`config.mk`:
```
export PLATFORM = sky130hd
export DESIGN_NAME = split_route_two
export DESIGN_NICKNAME = d
export VERILOG_FILES = /design/src/rtl/split_route_two.sv
export SDC_FILE = /design/constraint.sdc
export NUM_CORES = 1
export LEC_CHECK = 0
export BUFFER_PORTS_ARGS = -buffer_cell sky130_fd_sc_hd__buf_4
export CORE_MARGIN = 1
export CORE_UTILIZATION = 51
export DETAILED_ROUTE_END_ITERATION = 16
export PLACE_DENSITY = 0.75
export SYNTH_ARGS = -nofsm -noshare
export SYNTH_HDL_FRONTEND = slang
export SYNTH_SLANG_ARGS = --single-unit
export TNS_END_PERCENT = 30
```
`constraint.sdc`:
```
create_clock -name clk -period 2.8 [get_ports clk]
set_input_delay 0.56 -clock clk [delete_from_list [all_inputs] [get_ports clk]]
set_output_delay 0.56 -clock clk [all_outputs]
set_load 0.1 [all_outputs]
```
`src/rtl/split_route_two.sv`:
```
// split_route_two: one-input, two-output router for 4-phase bundled-data words.
// The top bit of each word selects which of two per-output FIFOs it enters.
// Each output has its own handshake engine. A stalled consumer therefore holds
// up only the words addressed to it, plus any word waiting behind them at the
// shared input.
module split_route_two #(
    parameter int WIDTH = 33,
    parameter int DEPTH = 2,
    parameter int FL    = 1,
    parameter int CNT_W = 16
) (
    input  logic             clk,
    input  logic             rst_n,
    input  logic             in_req,
    output logic             in_ack,
    input  logic [WIDTH-1:0] in_data,
    output logic             out0_req,
    input  logic             out0_ack,
    output logic [WIDTH-1:0] out0_data,
    output logic             out1_req,
    input  logic             out1_ack,
    output logic [WIDTH-1:0] out1_data,
    output logic [CNT_W-1:0] count0,
    output logic [CNT_W-1:0] count1
);
    localparam int PW = $clog2(DEPTH);
    localparam int SW = $clog2(FL + 1);

    typedef enum logic {IN_IDLE, IN_ACK} in_state_t;
    typedef enum logic [1:0] {O_IDLE, O_SETUP, O_REQ, O_REL} out_state_t;

    in_state_t        in_state_q, in_state_d;
    logic             in_ack_q, in_ack_d;
    logic             dest;
    logic [1:0]       push;
    logic [1:0]       full;
    logic [1:0]       out_ack;
    logic [1:0]       out_req;
    logic [WIDTH-1:0] out_data  [2];
    logic [CNT_W-1:0] out_count [2];

    assign dest    = in_data[WIDTH-1];
    assign out_ack = {out1_ack, out0_ack};

    // Input handshake: accept a word when its FIFO has room, then wait for req to drop.
    always_comb begin
        // NOTE: every signal driven here gets a default first, so no path can leave
        // it unassigned and infer a latch.
        in_state_d = in_state_q;
        in_ack_d   = in_ack_q;
        push       = 2'b00;
        case (in_state_q)
            IN_IDLE: begin
                // The full flag is the pre-pop value; a pop this cycle frees its slot next cycle.
                if (in_req && !full[dest]) begin
                    push[dest] = 1'b1;
                    in_ack_d   = 1'b1;
                    in_state_d = IN_ACK;
                end
            end
            IN_ACK: begin
                if (!in_req) begin
                    in_ack_d   = 1'b0;
                    in_state_d = IN_IDLE;
                end
            end
            default: in_state_d = IN_IDLE;
        endcase
    end

    // Input state and acknowledge registers.
    always_ff @(posedge clk or negedge rst_n) begin
        // NOTE: state is updated with non-blocking assignments so every register
        // samples pre-edge values whatever order the blocks run in.
        if (!rst_n) begin
            in_state_q <= IN_IDLE;
            in_ack_q   <= 1'b0;
        end else begin
            in_state_q <= in_state_d;
            in_ack_q   <= in_ack_d;
        end
    end

    assign in_ack = in_ack_q;

    for (genvar g = 0; g < 2; g++) begin : g_out
        logic [WIDTH-1:0] mem [DEPTH];
        logic [PW-1:0]    wr_ptr;
        logic [PW-1:0]    rd_ptr;
        logic [PW:0]      occ;
        logic             empty;
        logic             pop;
        logic             done;
        out_state_t       state_q, state_d;
        logic [SW-1:0]    setup_q, setup_d;
        logic             req_q, req_d;
        logic [WIDTH-1:0] data_q;
        logic [CNT_W-1:0] count_q;

        assign full[g] = (occ == (PW+1)'(DEPTH));
        assign empty   = (occ == '0);

        // FIFO storage: written on push.
        always_ff @(posedge clk) begin
            // NOTE: the storage array has no reset; the cleared pointers and
            // occupancy already mark every entry as invalid.
            if (push[g]) begin
                mem[wr_ptr] <= in_data;
            end
        end

        // FIFO pointers and occupancy; push and pop together leave occupancy unchanged.
        always_ff @(posedge clk or negedge rst_n) begin
            if (!rst_n) begin
                wr_ptr <= '0;
                rd_ptr <= '0;
                occ    <= '0;
            end else begin
                if (push[g]) begin
                    wr_ptr <= wr_ptr + PW'(1);
                end
                if (pop) begin
                    rd_ptr <= rd_ptr + PW'(1);
                end
                case ({push[g], pop})
                    2'b10:   occ <= occ + (PW+1)'(1);
                    2'b01:   occ <= occ - (PW+1)'(1);
                    default: occ <= occ;
                endcase
            end
        end

        // Output handshake: load the head word, hold it for FL cycles, then run a 4-phase cycle.
        always_comb begin
            state_d = state_q;
            setup_d = setup_q;
            req_d   = req_q;
            pop     = 1'b0;
            done    = 1'b0;
            case (state_q)
                O_IDLE: begin
                    if (!empty) begin
                        pop     = 1'b1;
                        setup_d = SW'(FL);
                        state_d = O_SETUP;
                    end
                end
                O_SETUP: begin
                    // An ack arriving here is a protocol error and is ignored.
                    if (setup_q == SW'(1)) begin
                        setup_d = '0;
                        req_d   = 1'b1;
                        state_d = O_REQ;
                    end else begin
                        setup_d = setup_q - SW'(1);
                    end
                end
                O_REQ: begin
                    if (out_ack[g]) begin
                        req_d   = 1'b0;
                        state_d = O_REL;
                    end
                end
                O_REL: begin
                    if (!out_ack[g]) begin
                        done    = 1'b1;
                        state_d = O_IDLE;
                    end
                end
                default: state_d = O_IDLE;
            endcase
        end

        // Output state, request, held data and completed-transfer counter.
        always_ff @(posedge clk or negedge rst_n) begin
            if (!rst_n) begin
                state_q <= O_IDLE;
                setup_q <= '0;
                req_q   <= 1'b0;
                data_q  <= '0;
                count_q <= '0;
            end else begin
                state_q <= state_d;
                setup_q <= setup_d;
                req_q   <= req_d;
                if (pop) begin
                    data_q <= mem[rd_ptr];
                end
                if (done) begin
                    count_q <= count_q + CNT_W'(1);
                end
            end
        end

        assign out_req[g]   = req_q;
        assign out_data[g]  = data_q;
        assign out_count[g] = count_q;
    end

    assign out0_req  = out_req[0];
    assign out1_req  = out_req[1];
    assign out0_data = out_data[0];
    assign out1_data = out_data[1];
    assign count0    = out_count[0];
    assign count1    = out_count[1];

endmodule

```
==> results.md <==
* I/O pins at between 100 and 150
* Cells after Synth at 626
* Slew Viols, Final at 0
* FMAX at 497 MHz
* Crit path max-delay cell type: o21ai_4
* WP data required at approximately 3.2 ns
* Syn nets at just under 700
* Vias in the first global route at between 5000 and 6000
* Final setup violation count at 0
* Via count at ~5500
* Worst slew pin tran at between 1 and 1.5 ns
* Chip width at approximately 140 um
* Largest family of logic cells by synthesized area: multiplexers
* Critical path, cell by cell: o21ai_4 > inv_1 > ha_1 > nor2_1 > xor2_1
* Area grow syn2layout at 24.1%
* Register bit count reported by yosys at 248
* Routed len/inst at 17.7 um
* Crit share post-route at between 70% and 80%
* Critical Path Max Stage Delay at around 0.65 ns
* Number of buffers created by CTS at 26
* Max-Cap Viols at 0
* Pre-CTS WS at 0.776 ns
* Yosys top cell area share at between 40% and 50%
* Final core occ at roughly 65%
* CTS tree: yes
* Clk sink count at roughly 250
* Hold Buf Count CTS at 0
* Drt total wl at roughly 18000 um
* Post-synthesis compound-gate area fraction at under 10%
* Setup crit start: g_out[1].occ[0]
* N_diodes at 0
* Clk_lat worst skew at between 0.5 and 0.6 ns
* CTS max path bufs at 3
* Top cells by area, synth: edfxtp_1 (42%), dfrtp_1 (31%), mux2i_1 (7.3%)
* 1st-iter DRT viols at ~280
* Mux cell area share after synthesis at approximately 7.8%
* Drt drc at 0
* Setup crit end kind: flop
* Critical path depth in cells at 5
* Final GP Congestion at about 0.8
* Die height at 137 um
* Slew margin rel. at about 31%
* Tot GR Track Use at 19.9%
* H-tree levels at 1
* Worst Clk Skew at around 0.0099 ns
* Post-DRT Antenna Nets at 0
* Filler cells at between 1000 and 1500
* Reg2reg path depth at 5
* Post-CTS resize count at 0
* I/O Buffers at 138
* Crit path max fanout at 33
* Crit path buf inv count at 1
* Syn. warnings at 0
* Adder-cell share of the synthesized area at 1.61%
* Hold Crit Class: in -> async
* Post-CTS Setup Repair Bufs at 0
* Avg Synthesized Cell Area at between 10 and 15 sq um
* XOR/XNOR Fraction of Synth Area at 3.75%
* Area leader, netlist: edfxtp_1
* Clock-pin slew on the worst setup and hold paths at approximately 0.060 ns
* Crit path arrival time at between 2 and 2.5 ns
* Status: completed
* DR pass1 iterations at 5
* Total Die Area at around 19000 sq um
* Post-synthesis simple-gate area fraction at under 10%
* Share of layout cells above drive strength 1 at about 26%
* Reg2reg start: g_out[1].occ[0]
* Post-synthesis cell area at 9350 sq um
* Setup WS post-layout at slightly below 0.8 ns
* CP startpoint kind: flop
* CP Class: reg -> reg
* Final hold vios at 0
* Synth cell types at 33
* Top delay family on crit path: compound AO/OA/AOI/OAI gates
* Row count at 49
* Antenna violations before repair at 0
* First-pass GRT wire length at 28800 um
* CTS root buf: clkbuf_16
* Core Area at roughly 18000 sq um
* Nets at 829
* Critical Path End: g_out[1].occ[1]
* Flop2flop setup slack at a little under 0.8 ns
* Setup TNS at 0 ns
* Reg-to-reg endpoint: g_out[1].occ[1]
* Largest net degree at the start of global routing at 51
* Via/cell ratio at roughly 5.4
* Post-synthesis sequential area ratio at about 73%
* Initial Utilization at 52.1%
* Detailed Place HPWL at 12000 um
* Gr ovfl total at 0
* RSZ-0062 raised after global routing: false
* Tmin final at just over 2 ns
## cell families (layout without fill, tap and decap cells)
| family | Yosys count | count (layout) |
|---|---|---|
| DFF | 248 | 248 |
| and+or+nand+nor | 142 | 142 |
| AOI/OAI and AO/OA | 82 | 82 |
| muxes | 72 | 72 |
| xor gates and xnor gates | 40 | 40 |
| buffers and inverters | 30 | 203 |
| adders and majority gates | 12 | 12 |
## cells in the mapped netlist (all sizes together)
library cell	count
nand4b	2
ha	12
xnor2	29
nand3b	2
and4	2
nor2	16
nor2b	5
edfxtp	132
nand2b	4
a31oi	2
o21ai	71
dfrtp	116
buf	16
nor3	3
nor4	1
and3	5
o21a	1
inv	8
clkbuf	6
a211o	1
mux2	4
nand4	12
a21oi	5
o32a	2
xor2	11
nand3	8
nand2	82
mux2i	68
## cells in the final DEF (no fill, tap or decap), drive strengths merged
master    Yosys  routed
a211o         1       1
a21oi         5       5
a31oi         2       2
and3          5       5
and4          2       2
buf          16     147
bufinv        0       4
clkbuf        6      32
clkinv        0       9
clkinvlp      0       1
dfrtp       116     116
edfxtp      132     132
ha           12      12
inv           8      10
mux2          4       4
mux2i        68      68
nand2        82      82
nand2b        4       4
nand3         8       8
nand3b        2       2
nand4        12      12
nand4b        2       2
nor2         16      16
nor2b         5       5
nor3          3       3
nor4          1       1
o21a          1       1
o21ai        71      71
o32a          2       2
xnor2        29      29
xor2         11      11
## metal layers
| metal | wire, um | global-route usage, % | vias up |
|---|---|---|---|
| met5 | 0 | 0 | - |
| met4 | 373 | 6.04 | 0 |
| met3 | 1260 | 3.79 | 33 |
| met2 | 9210 | 35.1 | 178 |
| met1 | 7380 | 24.8 | 2737 |
| li1 | - | - | 2564 |
## area by class of cell
cell class,instances,area [sq um],share of cell area (%)
multi-input cells,348,2390,20.6
clock inverters,16,198,1.70
inverters,8,30.0,0.259
repair buffers,147,1120,9.62
well taps,229,287,2.47
flip-flops and latches,248,6870,59.2
clock buffers,32,714,6.16
## worst min-delay path by stage
| stage | start | to | slack (ns) | cells after the start |
|---|---|---|---|---|
| 2_1_floorplan | rst_n | count0[0] | 0.26 | 0 |
| 3_3_place_gp | count1[15] | count1[15] | 0.46 | 1 |
| 3_5_place_dp | count1[15] | count1[15] | 0.47 | 1 |
| 4_1_cts | rst_n | g_out[0].state_q[1] | 0.09 | 1 |
| 5_1_grt | rst_n | count1[13] | 0.13 | 1 |
| 6_report | rst_n | out0_data[31] | 0.08 | 1 |
## flip-flops by register name, summed over array words and instances, names as in the netlist, 4 cells and up
signal / flops
out1_data: 33
out0_data: 33
count0: 16
count1: 16
g_out.occ: 4
g_out.state_q: 4
g_out.mem: 132
## through the flow
stage	instances	hold slack (ns)	instance area, sq um
2_1_floorplan	626	0.264	9350
3_3_place_gp	980	0.461	10700
3_5_place_dp	980	0.467	10700
4_1_cts	1028	0.0932	11600
5_1_grt	1028	0.129	11600
6_report	1028	0.0838	11600
Power is not shown: default switching activity piles up to over one toggle a cycle in this logic, so the estimate is an artifact.
